File: src/rtl/msk_rnd_pkg.sv
// msk_rnd_pkg: shared sizing helpers and default randomness word width for the masked core
package msk_rnd_pkg;
    function automatic int f_ceil_div(input int a, input int b);
        return (a + b - 1) / b;
    endfunction
    function automatic int f_clog2(input int n);
        int r;
        r = 0;
        for (int v = n - 1; v > 0; v = v >> 1) r = r + 1;
        return r;
    endfunction
    localparam int HPC2RND = 1;
    localparam int RND_LANES = 20;
    localparam int RND_BUS0_N = 9;
    localparam int RND_BUS2_N = 3;
    localparam int RND_BUS3_N = 4;
    localparam int RND_BUS4_N = 18;
    localparam int OUT_W_DEF = RND_LANES * (RND_BUS0_N + RND_BUS2_N + RND_BUS3_N + RND_BUS4_N) * HPC2RND;
endpackage

File: src/rtl/msk_rnd_fifo.sv
// msk_rnd_fifo: register FIFO of complete randomness words with flush and level output
module msk_rnd_fifo
    import msk_rnd_pkg::*;
#(
    parameter int W = 680,
    parameter int DEPTH = 2,
    localparam int LW = f_clog2(DEPTH + 1)
) (
    input  logic          clk,
    input  logic          nrst,
    input  logic          push,
    input  logic          pop,
    input  logic          flush,
    input  logic [W-1:0]  din,
    output logic [LW-1:0] level,
    output logic [W-1:0]  head
);
    localparam int PW = DEPTH > 1 ? f_clog2(DEPTH) : 1;
    logic [W-1:0] mem [DEPTH];
    logic [PW-1:0] wr_ptr, rd_ptr;
    logic do_push, do_pop;
    function automatic logic [PW-1:0] nxt(input logic [PW-1:0] p);
        return p == PW'(DEPTH - 1) ? '0 : p + 1'b1;
    endfunction
    assign do_pop = pop && level != '0;
    assign do_push = push && level != LW'(DEPTH);
    assign head = mem[rd_ptr];
    always_ff @(posedge clk or negedge nrst) begin
        if (!nrst) begin
            wr_ptr <= '0;
            rd_ptr <= '0;
            level <= '0;
            for (int i = 0; i < DEPTH; i++) mem[i] <= '0;
        end else if (flush) begin
            wr_ptr <= '0;
            rd_ptr <= '0;
            level <= '0;
        end else begin
            if (do_push) begin
                mem[wr_ptr] <= din;
                wr_ptr <= nxt(wr_ptr);
            end
            if (do_pop) rd_ptr <= nxt(rd_ptr);
            level <= level + LW'(do_push) - LW'(do_pop);
        end
    end
endmodule

File: src/rtl/msk_rnd_gearbox.sv
// msk_rnd_gearbox: packs PRNG chunks into fresh single-use randomness words for the masked core
module msk_rnd_gearbox
    import msk_rnd_pkg::*;
#(
    parameter int IN_W = 128,
    parameter int OUT_W = OUT_W_DEF,
    parameter int DEPTH = 2,
    localparam int LW = f_clog2(DEPTH + 1)
) (
    input  logic             clk,
    input  logic             nrst,
    input  logic             in_valid,
    output logic             in_ready,
    input  logic [IN_W-1:0]  in_data,
    input  logic             flush,
    output logic             out_valid,
    input  logic             out_ready,
    output logic [OUT_W-1:0] out_rnd,
    output logic [LW-1:0]    level,
    output logic             rnd_underflow
);
    localparam int K = f_ceil_div(OUT_W, IN_W);
    localparam int CW = K > 1 ? f_clog2(K) : 1;
    logic [CW-1:0] chunk_cnt;
    logic [OUT_W-1:0] word, head;
    logic last, accept, push, pop;
    assign last = chunk_cnt == CW'(K - 1);
    assign in_ready = flush || !(last && level == LW'(DEPTH));
    assign accept = in_valid && in_ready && !flush;
    assign push = accept && last;
    assign pop = out_ready && out_valid;
    assign out_valid = level != '0;
    assign out_rnd = out_valid ? head : '0;
    // the final chunk is never stored; its bits above OUT_W fall off in the cast
    if (K > 1) begin : g_pack
        logic [(K-1)*IN_W-1:0] pack;
        always_ff @(posedge clk or negedge nrst) begin
            if (!nrst) pack <= '0;
            else if (accept && !last) pack[chunk_cnt*IN_W +: IN_W] <= in_data;
        end
        assign word = OUT_W'({in_data, pack});
    end else begin : g_nopack
        assign word = OUT_W'(in_data);
    end
    always_ff @(posedge clk or negedge nrst) begin
        if (!nrst) begin
            chunk_cnt <= '0;
            rnd_underflow <= 1'b0;
        end else if (flush) begin
            chunk_cnt <= '0;
            rnd_underflow <= 1'b0;
        end else begin
            if (accept) chunk_cnt <= last ? '0 : chunk_cnt + 1'b1;
            if (out_ready && !out_valid) rnd_underflow <= 1'b1;
        end
    end
    msk_rnd_fifo #(.W(OUT_W), .DEPTH(DEPTH)) u_fifo (
        .clk   (clk),
        .nrst  (nrst),
        .push  (push),
        .pop   (pop),
        .flush (flush),
        .din   (word),
        .level (level),
        .head  (head)
    );
endmodule

File: config.mk
export PLATFORM = sky130hd
export DESIGN_NAME = msk_rnd_gearbox
export DESIGN_NICKNAME = d
export VERILOG_FILES = /design/src/rtl/msk_rnd_pkg.sv /design/src/rtl/msk_rnd_fifo.sv /design/src/rtl/msk_rnd_gearbox.sv
export SDC_FILE = /design/constraint.sdc
export NUM_CORES = 2
export LEC_CHECK = 0
export CAP_MARGIN = 20
export CORE_UTILIZATION = 40
export CTS_BUF_LIST = sky130_fd_sc_hd__clkbuf_4 sky130_fd_sc_hd__clkbuf_8
export DETAILED_ROUTE_END_ITERATION = 8
export HOLD_SLACK_MARGIN = 0.03
export PLACE_DENSITY_LB_ADDON = 0.1
export SLEW_MARGIN = 20
export SYNTH_ARGS = -nofsm -noshare
export SYNTH_HDL_FRONTEND = slang
export SYNTH_HIERARCHICAL = 1
export SYNTH_SLANG_ARGS = --single-unit
File: constraint.sdc
create_clock -name clk -period 3.1 [get_ports clk]
set_input_delay 0.31 -clock clk [delete_from_list [all_inputs] [get_ports clk]]
set_output_delay 0.31 -clock clk [all_outputs]
set_load 0.03 [all_outputs]
== Word-level counts from Yosys, hierarchy flattened ==
Index checks and enable logic that the tools add are counted.
Widths: inputs -> output; s select.

* Bits in registers: 2,008
* Bits in latches: 0
* RAM bits: 0
* Bits in read-only memories: 0
* Input port bits: 133
* Output and inout bits: 685
* Logic and storage cells: 66
* Memories kept: 0

* Add/sub/neg operators: 6
* Multiply operators: 0
* Divide/modulo/power cells: 0
* $lt $le $gt $ge: 3
* Equality and inequality tests: 3
* Shift-type cells: 2
* Multiplexer cells: 20
* Bitwise operators: 3
* Reduce and logical (&&, ||, !) cells: 21

{| class="wikitable"
|+ Operators by type and width
! cell !! number
|-
| $mux 680 || 5
|-
| $bwmux 1360 || 1
|-
| $demux 680 s1 || 1
|-
| $bwmux 640 || 1
|-
| $shift 128x34->640 const A || 1
|-
| $shiftx 128x34->640 || 1
|-
| $neg 10->34 || 1
|-
| $logic_and 1x1->1 || 10
|-
| $reduce_bool 2->1 || 5
|-
| $mux 3 || 3
|-
| $mux 1 || 8
|-
| $ge 2x2->1 const B || 2
|-
| $logic_not 1->1 || 4
|-
| $not 1->2 || 2
|-
| $add 3x1->3 const B || 1
|-
| $eq 3x3->1 const B || 1
|-
| $add 1x1->1 const B || 2
|-
| $add 2x1->2 || 1
|-
| $eq 2x2->1 const B || 1
|-
| $lt 2x1->1 const B || 1
|-
| $mux 2 || 1
|-
| $ne 2x2->1 const B || 1
|-
| $reduce_and 2->1 || 1
|-
| $sub 2x1->2 || 1
|-
| 2 further kinds || 2
|}

== Logic depth before layout (Yosys ltp) ==
* Depth after elaboration: 11
* Depth in mapped cells: 11
* Depth with buffers taken out: 11

== By module ==
Netlist, hierarchy kept.

{| class="wikitable"
|+ Modules (own cells, without submodules)
! module !! times used !! cells an instance !! area an instance (um^2) !! seq. area each (um^2)
|-
| msk_rnd_fifo || 1 || 3,650 || 58,335.9 || 34,132.7
|-
| msk_rnd_gearbox || 1 || 2,903 || 31,351.3 || 16,115.5
|}

== Worst setup path before layout ==
No wires, ideal clock.

* Path type: reg-to-reg
* Start point: reg chunk_cnt[0]
* End point: reg g_pack.pack[581]
* Library setup time: 0.125 ns
* Data arrival time: 2.620 ns
* Required time: 2.975 ns
* Path slack: 0.355 ns
* Cell stages (with the launch flop): 10
* Buffers on the path: 3
* Period minus slack after synthesis: 2.745 ns
* Cell sequence: dfrtp_1 -> inv_1 -> ha_1 -> ha_1 -> clkbuf_2 -> or4b_4 -> nor4b_4 -> buf_4 -> buf_8 -> mux2_2

* Longest elaborated chain between the ends: 7
* Elaborated cells on any way between the ends: 12
* Classes of those cells: add/sub: 1; eq/ne: 1; shift: 2; mux: 1; reduce/logical: 7

{| class="wikitable"
|+ Ends and longest elaborated chain
! what !! line !! text
|-
| from (decl) || msk_rnd_gearbox.sv:24 || <nowiki>logic [CW-1:0] chunk_cnt;</nowiki>
|-
| from (signal assigned) || msk_rnd_gearbox.sv:53 || <nowiki>if (accept) chunk_cnt <= last ? '0 : chunk_cnt + 1'b1;</nowiki>
|-
| branches (longest 7 deep; another with $neg 10->34) || n/a ||
|-
| to (signal, indexed assignment) || msk_rnd_gearbox.sv:39 || <nowiki>else if (accept && !last) pack[chunk_cnt*IN_W +: IN_W] <= in_data;</nowiki>
|-
| to (decl) || msk_rnd_gearbox.sv:36 || <nowiki>logic [(K-1)*IN_W-1:0] pack;</nowiki>
|}

Parallel ways; which one is timed is not known.
A chain may end at the register's enable or synchronous reset.

== Final worst setup path ==
* Start point: reg u_fifo.rd_ptr
* End point: out out_rnd[283]

* Longest elaborated chain between the ends: 5

{| class="wikitable"
|+ Ends and longest elaborated chain
! what !! line !! text
|-
| from (decl) || msk_rnd_fifo.sv:20 || <nowiki>logic [PW-1:0] wr_ptr, rd_ptr;</nowiki>
|-
| from (signal assigned) || msk_rnd_fifo.sv:43 || <nowiki>if (do_pop) rd_ptr <= nxt(rd_ptr);</nowiki>
|-
| $not 1->2 (implied by the code) || msk_rnd_fifo.sv:27 || <nowiki>assign head = mem[rd_ptr];</nowiki>
|-
| $mux 680 (implied by the code) (3 in series) || msk_rnd_fifo.sv:27 ||
|-
| named net head[283] || msk_rnd_gearbox.sv:25 || <nowiki>logic [OUT_W-1:0] word, head;</nowiki>
|-
| $mux 680 || msk_rnd_gearbox.sv:33 || <nowiki>assign out_rnd = out_valid ? head : '0;</nowiki>
|-
| to (decl) || msk_rnd_gearbox.sv:18 || <nowiki>output logic [OUT_W-1:0] out_rnd,</nowiki>
|}

The timed path passes the listed nets, and every way through them passes these cells. The select of a mux whose other input is x is not followed.

==> key figures <==
Floorplan
  • Core footprint: 223000 um2
  • Die width: 476 um
  • Initial Util: 0.403
  • Die ar.: 226000 um2
  • FP Rows: 173
  • Die Y: 476 um
  • I/O pins: 818

Placed design
  • Final GP Congestion: 0.782
  • Dpl hpwl: 168000 um
  • IO buf count: 817

STA
  • Setup_tns: -21300 ps
  • Post-route minimum period: 3230 ps
  • Worst Slack Setup Final: -134 ps
  • RSZ-0062 raised after global routing: true
  • Fmax: 0.309 GHz
  • Tcrit/Tclk final: 1.04
  • Max Slew Vio Count: 0
  • Final hold violation count: 0
  • Worst Skew: 86.8 ps
  • Endpoints failing setup: 411
  • Worst slew pin tran: 900 ps
  • Rel. slew slack: 0.400

Synth
  • Synthesized net count: 6695
  • Count of cell types in the netlist: 41
  • Syn_area_per_cell: 13.7 um2
  • Mux cell area share after synthesis: 0.332
  • Post-synth EDFFs: 0
  • Post-synthesis sequential area ratio: 0.560
  • Flip-flop and latch count after synthesis: 2008
  • Compound-gate portion of the synthesized area: 0.000698
  • Dominant synthesized flop cell: dfrtp_1
  • Xor/xnor share of the synthesized area: 0.000195
  • Async set or reset register ratio after synthesis: 1.00
  • Synth Area in Adders: 0.00126
  • Ys Warns: 6
  • Simple-Gate Fraction of Synth Area: 0.0687
  • Largest family of logic cells by synthesized area: multiplexers
  • Gate Count Post-Synth: 6553
  • Netlist Area Pre-Place: 89700 um2

Critical path
  • Worst Setup Start Kind: flip-flop
  • Data arrival, critical path: 2920 ps
  • Max FO, Critical Path: 10
  • WS Path Type: flip-flop to output pin
  • Crit. Startpoint: u_fifo/rd_ptr
  • Flop2flop setup slack: 60 ps
  • R2r startpoint: chunk_cnt[0]
  • CP Capture Type: output pin
  • Data required, critical path: 2790 ps

Run
  • Max-Cap Viols: 0

Clocking
  • CTS tree: yes
  • H-tree levels: 5
  • Total CTS buffers: 368
  • Clock Latency Late Sink: 1070 ps
  • Bufs on Longest Clock Path: 4
  • Clock Pin Slew Worst Setup and Hold Paths: 60 ps
  • Root buf cell: clkbuf_8
  • Sink Count: 2008

Global routing
  • Largest net degree at the start of global routing: 125
  • GR peak layer: met2
  • Vias in the first global route: 58400
  • GRT Residual Overflow: 0
  • Met1 Resource Use GR: 0.331
  • First-pass GRT wire length: 390000 um
  • GR met2 Demand/Resource: 0.361
  • GRT Total Usage: 0.231
  • Initial antenna violation count: 30
  • M3 GR Usage: 0.0361

Routing
  • 1st-iter DRT viols: 2725
  • Drt pass-1 iters: 5
  • Vias per cell: 5.00
  • Vias: 54800
  • Total routed wirelength: 263000 um
  • Post-DRT Antenna Nets: 0
  • Drt drc: 0
  • Wire length per cell: 24.0 um

Finish
  • Final #Nets: 7885
  • Final core utilization: 0.501
  • Fill count: 19800
  • Area grow syn2layout: 24.4%
  • Fraction of layout cells with a size suffix above 1: 0.463

Power
  • LEAKAGE: 56.5 nW
  • Pwr dens: 515 nW/um2
  • VDD IR max: 431 uV

Worst hold path
  • Worst min path class: primary input to flip-flop
  • Hold Startpoint: in_data[81]

Run status
  • Status: complete, but fails checks
  • Failing checks: setup timing
==> sequential cells by signal (all words and copies together) (netlist names) <==
signal         cells
u_fifo/level       2
chunk_cnt          3
rnd_underflow      1
u_fifo/rd_ptr      1
u_fifo/mem      1360
u_fifo/wr_ptr      1
g_pack.pack      640
==> cell usage after synthesis, types with 21 or more instances <==
master	number	area [um2]
and2_1	682	4270
and3_1	75	469
buf_2	176	881
buf_4	31	233
buf_6	21	236
clkbuf_1	190	713
dfrtp_1	2008	50200
inv_1	315	1180
mux2_1	202	2270
mux2_2	2168	24400
mux2i_1	310	3100
nand2_1	315	1180
==> through the flow <==
step	cells	hold slack, ps	setup WS (ps)	power (mW)	cell area [um2]
floorplan	6553	14.4	355	30.4	89700
global placement	10200	363	-170	32.1	103000
detailed placement	10200	370	-90.0	32.3	103000
CTS	10900	30.6	-365	58.4	112000
global route	11000	98.1	-245	60.1	112000
finish	11000	165	-134	57.5	112000
==> metal layers <==
metal / routed length (um) / up-vias
met4: 6190 / 0
met2: 121000 / 1167
met3: 10600 / 307
met1: 125000 / 28600
met5: 0 / -
li1: - / 24700
==> kinds of logic after synthesis <==
| kind of cell | count (synthesis) |
|---|---|
| and+or+nand+nor | 1103 |
| buffers and inverters | 740 |
| AOI/OAI and AO/OA | 11 |
| muxes | 2680 |
| DFF | 2008 |
| xor gates and xnor gates | 2 |
| adders and majority gates | 9 |
==> worst max-delay path, cell delays in order (launching register included) <==
cell and delay (ps):
dfrtp_4 510, buf_12 160, buf_16 150, buf_6 150
clkbuf_16 180, mux2_2 230, and2_1 320, buf_4 230
==> where the power goes <==
group	leakage (nW)	internal [mW]	switching [mW]
combinational	25.8	1.46	1.64
sequential	26.7	27.7	1.08
clock	3.98	14.7	10.9
==> repair_timing <==
action | in CTS | in global routing
cloned | 26 | 12
hold buffers | 88 | 0
buffers inserted | 19 | 23
endpoints found under the hold margin | 2117 | 0
pin swaps | 1 | 0
setup endpoints to repair | 701 | 955
resized for setup | 1325 | 858
==> placed cells by master (no fill, tap or decap), types with 8 or more instances in the layout <==
cell / netlist / routed
clkbuf_8: 0 / 466
clkbuf_2: 1 / 182
mux2_2: 2168 / 2142
clkinv_2: 0 / 28
nand2_1: 315 / 315
clkdlybuf4s50_1: 0 / 134
dlygate4sd2_1: 0 / 144
dlygate4sd3_1: 0 / 87
mux2_1: 202 / 202
buf_2: 176 / 139
buf_16: 0 / 44
inv_1: 315 / 315
ha_1: 9 / 8
clkbuf_16: 0 / 12
and2_4: 0 / 52
dfrtp_1: 2008 / 2005
buf_12: 0 / 120
clkbuf_4: 0 / 107
mux2_4: 0 / 26
and2_1: 682 / 625
clkdlybuf4s15_1: 0 / 34
and3_1: 75 / 74
buf_4: 31 / 219
mux2i_1: 310 / 310
clkdlybuf4s15_2: 0 / 63
buf_6: 21 / 58
==> final cells by class <==
cell class | count | area, um2 | area share
clock inverters | 35 | 219 | 0.00196
flip-flops and latches | 2008 | 50300 | 0.450
multi-input cells | 3805 | 36500 | 0.327
diodes | 5 | 12.5 | 0.000112
well taps | 2975 | 3720 | 0.0334
inverters | 317 | 1200 | 0.0107
clock buffers | 573 | 7220 | 0.0647
repair buffers | 1243 | 12500 | 0.112
==> worst paths after layout <==
check,to,depth (start not counted)
setup / recovery,out_rnd[283],7
hold / removal,g_pack.pack[209],3
setup reg to reg,g_pack.pack[547],8
hold reg to reg,u_fifo/mem[1307],1
max in group asynchronous,g_pack.pack[144],3
min in group asynchronous,u_fifo/mem[914],3
Power figures use the tool's default switching activity.
